**config.mk**
```make
export PLATFORM = sky130hd
export DESIGN_NAME = bcd_para_binario
export DESIGN_NICKNAME = d
export VERILOG_FILES = /design/src/rtl/bcd_para_binario.sv
export SDC_FILE = /design/constraint.sdc
export NUM_CORES = 1
export LEC_CHECK = 0
export CORE_UTILIZATION = 35
export DETAILED_ROUTE_END_ITERATION = 8
export HOLD_SLACK_MARGIN = 0.05
export PLACE_DENSITY = 0.66
export SYNTH_ARGS = -nofsm -noshare
export SYNTH_HDL_FRONTEND = slang
export SYNTH_SLANG_ARGS = --single-unit
```
**constraint.sdc**
```tcl
create_clock -name clk -period 1.64 [get_ports clk]
set_clock_uncertainty 0.1 [all_clocks]
set_input_delay 0.164 -clock clk [delete_from_list [all_inputs] [get_ports clk]]
set_output_delay 0.164 -clock clk [all_outputs]
set_load 0.02 [all_outputs]
```
**src/rtl/bcd_para_binario.sv**
```systemverilog
// bcd_para_binario
// Sequential BCD-to-binary converter using reverse double dabble. The
// {bcd,acc} pair is shifted right by one bit per clock. After each shift,
// every BCD digit that is 8 or more is reduced by 3. After LARGURA
// iterations, acc holds the low LARGURA bits of the value. Any residue
// left in bcd means the value did not fit in LARGURA bits.
//
// Ports
//   clk            rising-edge clock
//   rst            synchronous reset, active-high
//   iniciar        start request, sampled only while idle
//   dezenaDeMilhar BCD digit 10^4
//   milhar         BCD digit 10^3
//   centena        BCD digit 10^2
//   dezena         BCD digit 10^1
//   unidade        BCD digit 10^0
//   binario        result, held until the next pronto
//   ocupado        high while a conversion is in flight
//   pronto         one-cycle pulse when binario/erro are valid
//   erro           invalid digit or overflow, updated with pronto
//
// state    | meaning
// ---------+---------------------------------------------------------
// OCIOSO   | idle, waiting for iniciar
// CONVERTE | one shift/correct iteration per cycle
// CONCLUI  | publish binario/erro and pulse pronto
module bcd_para_binario #(
    parameter int LARGURA = 16
) (
    input  logic               clk,
    input  logic               rst,
    input  logic               iniciar,
    input  logic [3:0]         dezenaDeMilhar,
    input  logic [3:0]         milhar,
    input  logic [3:0]         centena,
    input  logic [3:0]         dezena,
    input  logic [3:0]         unidade,
    output logic [LARGURA-1:0] binario,
    output logic               ocupado,
    output logic               pronto,
    output logic               erro
);

    localparam int CW = $clog2(LARGURA + 1);
    localparam logic [CW-1:0] ULTIMO = CW'(LARGURA - 1);

    typedef enum logic [1:0] {
        OCIOSO   = 2'd0,
        CONVERTE = 2'd1,
        CONCLUI  = 2'd2
    } estado_t;

    estado_t             estado;
    estado_t             proximo;

    logic [19:0]         bcd;
    logic [LARGURA-1:0]  acc;
    logic [CW-1:0]       cnt;
    logic                invalido;

    logic [19:0]         entrada;
    logic                digito_invalido;
    logic [LARGURA+19:0] desloc;
    logic [19:0]         bcd_corr;
    logic                ocupado_prox;
    logic                pronto_prox;

    assign entrada = {dezenaDeMilhar, milhar, centena, dezena, unidade};

    always_comb begin
        digito_invalido = 1'b0;
        for (int i = 0; i < 5; i++) begin
            if (entrada[4*i +: 4] > 4'd9) begin
                digito_invalido = 1'b1;
            end
        end
    end

    // Shift and digit correction happen in the same cycle. A digit that
    // received the shifted-in bit from the digit above gains 8 where it
    // should gain 5, so it is corrected by subtracting 3.
    assign desloc = {bcd, acc} >> 1;

    always_comb begin
        bcd_corr = desloc[LARGURA +: 20];
        for (int i = 0; i < 5; i++) begin
            if (bcd_corr[4*i +: 4] >= 4'd8) begin
                bcd_corr[4*i +: 4] = bcd_corr[4*i +: 4] - 4'd3;
            end
        end
    end

    // State register
    always_ff @(posedge clk) begin
        if (rst) begin
            estado <= OCIOSO;
        end else begin
            estado <= proximo;
        end
    end

    // Next-state logic
    always_comb begin
        proximo = estado;
        case (estado)
            OCIOSO: begin
                if (iniciar) begin
                    proximo = digito_invalido ? CONCLUI : CONVERTE;
                end
            end
            CONVERTE: begin
                if (cnt == ULTIMO) begin
                    proximo = CONCLUI;
                end
            end
            CONCLUI: begin
                proximo = OCIOSO;
            end
            default: begin
                proximo = OCIOSO;
            end
        endcase
    end

    // Output decode. The result is registered below so that the outputs
    // never depend combinationally on the inputs.
    always_comb begin
        ocupado_prox = (proximo != OCIOSO);
        pronto_prox  = (estado == CONCLUI);
    end

    always_ff @(posedge clk) begin
        if (rst) begin
            bcd      <= '0;
            acc      <= '0;
            cnt      <= '0;
            invalido <= 1'b0;
            binario  <= '0;
            erro     <= 1'b0;
            ocupado  <= 1'b0;
            pronto   <= 1'b0;
        end else begin
            ocupado <= ocupado_prox;
            pronto  <= pronto_prox;
            case (estado)
                OCIOSO: begin
                    if (iniciar) begin
                        bcd      <= entrada;
                        acc      <= '0;
                        cnt      <= '0;
                        invalido <= digito_invalido;
                    end
                end
                CONVERTE: begin
                    bcd <= bcd_corr;
                    acc <= desloc[LARGURA-1:0];
                    cnt <= cnt + CW'(1);
                end
                CONCLUI: begin
                    // On overflow acc already holds the truncated low bits.
                    binario <= invalido ? '0 : acc;
                    erro    <= invalido | (bcd != 20'd0);
                end
                default: begin
                end
            endcase
        end
    end

endmodule
```
Word level (Yosys, flattened, before mapping)
Index checks and enable logic that the tools add are counted.
{ "word_totals": {"register_bits": 63, "input_bits": 23, "out_inout_bits": 19, "word_cells": 57} }
{ "classes": {"addsub": 6, "n_lt_le_gt_ge": 10, "n_eq_ne": 4, "n_mux": 21, "bitwise_logic": 1, "reduce_logical": 6} }
{ "op_table": {"columns": ["operator", "count"], "rows": [
  ["one-hot mux 20 bit (2 select lines)", 1],
  ["2-to-1 mux 16 bit", 2],
  ["one-hot mux 16 bit (2 select lines)", 1],
  ["> comparator 4 bit (second input constant)", 5],
  ["2-to-1 mux 20 bit", 1],
  ["2-to-1 mux 4 bit", 5],
  ["nonzero test 20 bit", 1],
  ["greater-or-equal comparator 4 bit (second input constant)", 4],
  ["subtractor 4 x 2 -> 4 bit (second input constant)", 4],
  ["one-hot mux 5 bit (2 select lines)", 1],
  ["2-to-1 mux 2 bit", 3],
  ["adder 5 x 1 -> 5 bit (second input constant)", 1],
  ["equality test 5 x 4 -> 1 bit (second input constant)", 1],
  ["2-to-1 mux 1 bit", 5],
  ["2-to-1 mux 5 bit", 1],
  ["greater-or-equal comparator 3 x 4 -> 1 bit (second input constant)", 1],
  ["one-hot mux 2 bit (2 select lines)", 1],
  ["AND reduction 2 bit", 2],
  ["nonzero test 2 bit", 2],
  ["subtractor 3 x 2 -> 4 bit (second input constant)", 1],
  ["equality test 2 x 1 -> 1 bit (second input constant)", 1],
  ["equality test 2 bit (second input constant)", 1],
  ["logical NOT 2 bit", 1],
  ["!= test 2 bit (second input constant)", 1],
  ["bitwise OR 1 bit", 1]
]} }

Longest topological paths before layout
{ "logic_depth": {"ltp_word": 10, "mapped_depth": 6, "ltp_nobuf": 5} }

Least setup slack after synthesis
No wires, ideal clock.
{ "synth_timing": {"path_type": "register to register", "startpoint": "register cnt[0]", "endpoint": "register estado[1]", "setup_time_ns": 0.120, "t_arrival_ns": 1.220, "t_required_ns": 1.420, "setup_slack_ns": 0.200, "stages_incl_launch_ff": 6, "n_path_buf": 0, "period_less_slack_ns": 1.440, "path_cell_list": "dfxtp_1 ha_1 and3_1 ha_1 and3_1 a211o_1"} }
{ "synth_via": {"elab_chain_cells": 3} }
{ "synth_lines": {"columns": ["element", "line", "source"], "rows": [
  ["from (decl)", "58", "logic [CW-1:0] cnt;"],
  ["from (signal assigned)", "157", "cnt <= cnt + CW'(1);"],
  ["equality test 5 x 4 -> 1 bit", "112", "if (cnt == ULTIMO) begin"],
  ["2-to-1 mux 2 bit", "112", null],
  ["one-hot mux 2 bit (2 select lines)", "105", "case (estado)"],
  ["to (signal assigned)", "98", "estado <= proximo;"],
  ["to (decl)", "53", "estado_t estado;"]
]} }
Every way passes these cells.
A chain may end at the register's enable or synchronous reset.

Final worst setup path
{ "layout_timing": {"startpoint": "register erro", "endpoint": "output erro"} }
{ "layout_rtl": {"columns": ["element", "line", "source"], "rows": [
  ["from (decl)", "41", "output logic erro"],
  ["from (signal assigned)", "162", "erro <= invalido | (bcd != 20'd0);"]
]} }
No word-level cell between the ends.

==> results.ini <==
[synth]
ys_seq_area_share_pct=44.9
netlist_instances=307
ys.flop_type=dfxtp_1
ys_top_cells_by_area=dfxtp_1 45%, nand2_1 5.1%, a22o_1 5.0%
netlist_area_um2=2810
synthArstFlopShare_pct=0
syn_area_per_cell_um2=9.14
yosysUniqueCellTypes=43
synth_edf_count=0
synth.largest_area_cell=dfxtp_1
synth-seq-cells=63
ys.warnings.count=0
syn_nets=340
yosys.area.top_type_share_pct=44.9

[critical_path]
crit_buf_inv=1
crit_path_end_kind=output pin
r2r.worst_path.cells=5
crit_required_ps=1380
worst-setup-path-type=flip-flop to output pin
worst_path_max_delay_cell=clkdlybuf4s50_1
r2r-end=estado[1]
ff2ff_setup_slack_ps=60
cp_slowest_stage_delay_ps=620
arrival_ps=1330
reg2reg_from=cnt[0]
path_depth=1
critPathMaxFanout=2
start_kind=flip-flop
worstPathCellList=clkdlybuf4s50_1
crit_family=buffers and inverters

[global_routing]
grt_pass1_wl_um=11400
grt_max_degree=39
grt_use_total_pct=17.4
grt_pass1_vias=2360
grt-ovfl-total=0
antenna_found_initial=0

[floorplan]
num_io_pins=42
die_w_um=91.5
die_h_um=91.5
coreArea_um2=7730
initial_core_util_pct=36.3
row_count=32
die_area_um2=8380

[sta]
fin_crit_sh_pct=97.3
setup_viol=0
hold_violations=0
worst_slew_pin_slew_ps=605
rsz0062_at_grt=no
relSlewSlack_pct=59.6
fin_crit_ps=1600
max_freq_mhz=627
final_max_slew_viol_count=0

[clock_tree]
cts_buffers=9
cts_root_buffer=clkbuf_8
cts_hold_buffers=0
htreeDepth=3
clk_pin_slew_ps=70
clk_latency_ps=340
cts.sinks=63
cts_tree=done
cts_setup_buffers=0
clockBufferDepth=2

[detailed_routing]
vias_per_cell=5.24
vias=2485
wl_per_cell_um=14.3
wirelength_um=6760
firstDrtPassIters=4
ant_nets=0
drc=0
drt_iter0_drc=99

[cells_and_area]
drive_gt1_share_pct=16.4
final_nets=400
syn2layout_area_growth_pct=31.3
n_antenna_cell=0
post-route-util_pct=47.7
final_cells=474

[placed_design]
place_inst=458
hpwlAfterDp_um=4770
port_buffers=41
place_congestion=0.826

[flow_run]
maxCapViolCount=0

[min_path]
hold_depth=3
hold_path_class=input pin to flip-flop
worstHoldStart=dezenaDeMilhar[0]
hold_end=bcd[16]

[pwr]
ir_worst_vdd_v=0.000435
power-per-cell-area_nw_per_um2=951
power_leakage_uw=0.00140

[outcome]
outcome=completed

[per-stage QoR]
step / power, µW / setup TNS (ps) / area [µm²] / setup WS (ps) / hold slack [ps]
floorplan: 1990 / 0 / 2810 / 200 / 174
global placement: 2220 / -6970 / 3480 / -196 / 356
detailed placement: 2230 / -8150 / 3480 / -251 / 360
CTS: 3520 / 0 / 3680 / 28.9 / 281
global route: 3660 / 0 / 3680 / 2.81 / 322
finish: 3500 / 0 / 3680 / 43.9 / 294
[layout by cell type, fill, tap and decap left out, drive strengths merged, types with 3 or more instances in the layout]
| master | netlist | routed |
|---|---|---|
| a211oi | 8 | 8 |
| a21oi | 27 | 27 |
| a22o | 16 | 16 |
| a22oi | 4 | 4 |
| a311oi | 3 | 3 |
| a31oi | 9 | 9 |
| buf | 18 | 32 |
| clkbuf | 6 | 10 |
| clkdlybuf4s50 | 0 | 41 |
| clkinv | 0 | 4 |
| dfxtp | 63 | 63 |
| ha | 10 | 10 |
| inv | 10 | 10 |
| mux2 | 3 | 3 |
| nand2 | 38 | 38 |
| nand2b | 3 | 3 |
| nand3 | 24 | 24 |
| nor2 | 7 | 7 |
| nor2b | 6 | 6 |
| nor3 | 3 | 3 |
| nor4 | 4 | 4 |
| nor4bb | 4 | 4 |
| o21ai | 11 | 11 |
| o221ai | 4 | 4 |
| xnor2 | 4 | 4 |
| xor2 | 4 | 4 |
[report_power, final]
part | switching [µW] | internal (µW)
Clock | 601 | 696
Sequential | 70.1 | 1590
Combinational | 271 | 276
[sequential cells by signal, summed over array words and instances (netlist names)]
| name | count |
|---|---|
| bcd | 20 |
| acc | 16 |
| binario | 16 |
| cnt | 5 |
| estado | 2 |
| erro | 1 |
| invalido | 1 |
| ocupado | 1 |
| pronto | 1 |
[layout make-up]
type	count	area [µm²]
sequential	63	1260
multi-input combinational	210	1390
timing repair buffer	73	676
fill	748	4040
clock inverter	6	61.3
tap	102	128
inverter	10	37.5
clock buffer	10	128
[Yosys cell counts, types with 6 or more instances]
| cell | n |
|---|---|
| nand2_1 | 38 |
| a31oi_1 | 9 |
| nor2b_1 | 6 |
| o21ai_0 | 11 |
| nand3_1 | 24 |
| ha_1 | 10 |
| dfxtp_1 | 63 |
| a22o_1 | 16 |
| a21oi_1 | 27 |
| buf_2 | 8 |
| clkbuf_1 | 6 |
| inv_1 | 10 |
| nor2_1 | 7 |
[what timing repair did]
item	CTS	global route
pin swaps	0	0
setup endpoints to repair	16	1
resized for setup	2	1
[cells by family (layout without fill, tap and decap cells)]
family,Yosys count,in the layout,share of synthesized area [%]
mux,4,4,1.56
compound gates,91,91,22.9
xor+xnor,8,8,2.50
simple gates,97,97,17.7
buf+inv,34,99,5.97
fa+ha+maj,10,10,4.46
flops,63,63,44.9
[routing by layer]
metal  up-vias  global-route usage [%]  wire (µm)
li1       1230                       -          -
met1      1174                    20.8       3070
met2        74                    29.4       3300
met3         7                    5.44        312
met4         0                    5.69         73
met5         -                       0          0
[how the worst max path moves through the flow]
stage / from / slack, ps / end
floorplan: cnt[0] / 200 / estado[1]
global route: erro / 3 / erro
detailed placement: rst / -250 / binario[7]
finish: erro / 40 / erro
global placement: rst / -200 / binario[0]
CTS: erro / 30 / erro
[worst register-to-register path, stage by stage (launching register included)]
cell	delay, ps
dfxtp_1	340
ha_1	230
and3_1	200
ha_1	210
and3_1	170
a211o_1	220
(Power assumes the default switching activity.)
==> RTL edit: new RTL, same settings <==
Register the input `iniciar` before use, without a reset. The logic sees it one clock later. The other inputs are not delayed to match.
--- a/src/rtl/bcd_para_binario.sv
+++ b/src/rtl/bcd_para_binario.sv
@@ -51,2 +51,8 @@
     } estado_t;
+
+    logic iniciar_q;
+
+    always_ff @(posedge clk) begin
+        iniciar_q <= iniciar;
+    end
 
@@ -106,3 +112,3 @@
             OCIOSO: begin
-                if (iniciar) begin
+                if (iniciar_q) begin
                     proximo = digito_invalido ? CONCLUI : CONVERTE;
@@ -146,3 +152,3 @@
                 OCIOSO: begin
-                    if (iniciar) begin
+                    if (iniciar_q) begin
                         bcd      <= entrada;
Check against the original RTL: not equivalent (a bounded check fails within 4 cycles, from zero or initial values and one cycle with rst high).
==> RTL edit against the original RTL <==
- final cell count down 1.7%
- synthesized area down 2.3%
- total power up 6.8%
- critical path depth unchanged
- sequential cell count up 1
- largest power group unchanged
- combinational power down 8.4%
- worst setup slack better by 0.011 ns
- cell area down 2.9%
- routed wire length down 7.0%
- clock power up 19%
==> RTL edit: results (changes against the original RTL) <==
* Outcome: finished clean
* Achievable frequency at 630.9 MHz (+0.69%)
* Clock slew seen by the registers of the worst setup and hold paths at 0.07 ns (about the same)
* Top post-synthesis cells by count: dfxtp_1, nor2_1, a22oi_1
* Vias/cell at 5.036 (-3.9%)
* Final WL at 6283 um (-7.0%)
* Hold WC Path Type: primary input to flop
* DR iter-0 viols at 158 (+60%)
* Share of cells above drive strength 1 at 11.72% (-4.7 points)
* Leak at 1.405 nW (+0.67%)
* GRT Total Usage at 16.34% (-1.0 points)
* Max Buffers Root-to-Sink at 2 (unchanged)
* Clk_lat worst skew at 0.35 ns
* First-pass GRT wire length at 10,570 um (-6.9%)
* # fillers at 715 (-4.4%)
* Biggest regs: bcd (20), acc (16), binario (16)
* H-tree levels at 3 (unchanged)
* R2r setup slk at 0.12 ns (+0.06 ns)
* Slew @ Worst Pin at 0.5727 ns (-0.03246 ns)
* Post-synthesis sequential area ratio at 46.74% (+1.8 points)
* DRT Pass-1 Iters at 4 (unchanged)
* Crit-path max FO at 2 (unchanged)
* Port bufs at 41 (unchanged)
* Clock Tree Root: clkbuf_8
* Num CTS Buffers at 9 (unchanged)
* Slowest CP cell: clkdlybuf4s50_1
* Initial antenna violation count at 0 (unchanged)
* FFs w/ async S/R, synth at 0% (unchanged)
* Synth unique cells at 38 (-12%)
* Net Count, Synth at 341 (+0.29%)
* DPL Wire Length at 4381 um (-8.2%)
* Max rail drop VDD at 0.3811 mV (-12%)
* Final nets at 395 (-1.3%)
* Routability cong. at 0.7764 (-6.0%)
* Pre-CTS setup slack at -0.1113 ns (+0.1393 ns)
* Vias in the first global route at 2,185 (-7.4%)
* Yosys warnings at 0 (unchanged)
* Main synth FF type: dfxtp_1
* Slowest stage delay, CP at 0.61 ns
* Diode count at 0 (unchanged)
* Largest net degree at the start of global routing at 30 (-23%)
* Ranking of synthesized cells by area: dfxtp_1, nor2_1, a22oi_1
* Top delay family on crit path: buffers and inverters
RTL edit: changes by cell type after synthesis, sizes merged, moves of 4 or more:
cell / delta
nor2: +54
nor4bb: -4
a31oi: -8
nand2: -26
o221ai: -4
buf: -6
o21ai: -5
a211oi: -5
nand3: -15
a22oi: +18
nor3: +6
nand2b: +4
a21oi: -9
nor4: +5
RTL edit: layout make-up:
cell class	count	share of cell area, %
repair buffers	62	16.33
clock buffers	9	3.462
inverters	9	0.9441
multi-input cells	216	37.13
flip-flops and latches	64	35.80
well taps	99	3.462
clock inverters	7	2.867
RTL edit: logic make-up after synthesis:
kind of cell	count (synthesis)	synth area share [%]
compound gates	77	19.76
xor+xnor	8	2.556
fa+ha+maj	10	4.564
buf+inv	28	4.975
flops	64	46.74
mux	1	0.4107
simple gates	120	21.00
RTL edit: path summary, 6_finish.rpt:
| kind | endpoint | cells after the start | from |
|---|---|---|---|
| worst min-delay path | iniciar_q$_DFF_P_ | 1 | iniciar |
| worst max register to register | cnt[2]$_SDFFE_PP0P_ | 5 | iniciar_q$_DFF_P_ |
| worst min register to register | binario[14]$_SDFFE_PP0P_ | 1 | binario[14]$_SDFFE_PP0P_ |
| worst max-delay path | erro | 1 | erro$_SDFFE_PP0P_ |
RTL edit: timing repair:
action,4_1_cts,5_1_grt
endpoints found under the setup margin,16,22
pin swaps,0,1
buffers inserted,0,1
gates resized for setup,1,2
RTL edit: metal layers:
layer	vias up	global-route usage [%]	share of wire, %
met1	1064	21.76	50
met4	0	8.737	2.5
met5	-	0	0
met3	15	4.545	5.5
met2	75	23.80	42
li1	1193	-	-
RTL edit: power breakdown:
group,internal (W),switching (W),leakage [nW],total (W)
Combinational,0.000239,0.000262,0.773,0.000501
Clock,0.000871,0.000677,0.110,0.00155
Sequential,0.00162,0.0000768,0.521,0.00169
RTL edit: metrics by stage:
stage	setup TNS, ns	cell area (sq um)	hold slack, ns	std cells
finish	0	3578	0.1570	466
global route	0	3578	0.1607	466
global placement	-1.801	3323	0.3640	449
CTS	0	3552	0.1505	465
floorplan	0	2741	0.09172	308
detailed placement	-1.587	3323	0.3662	449
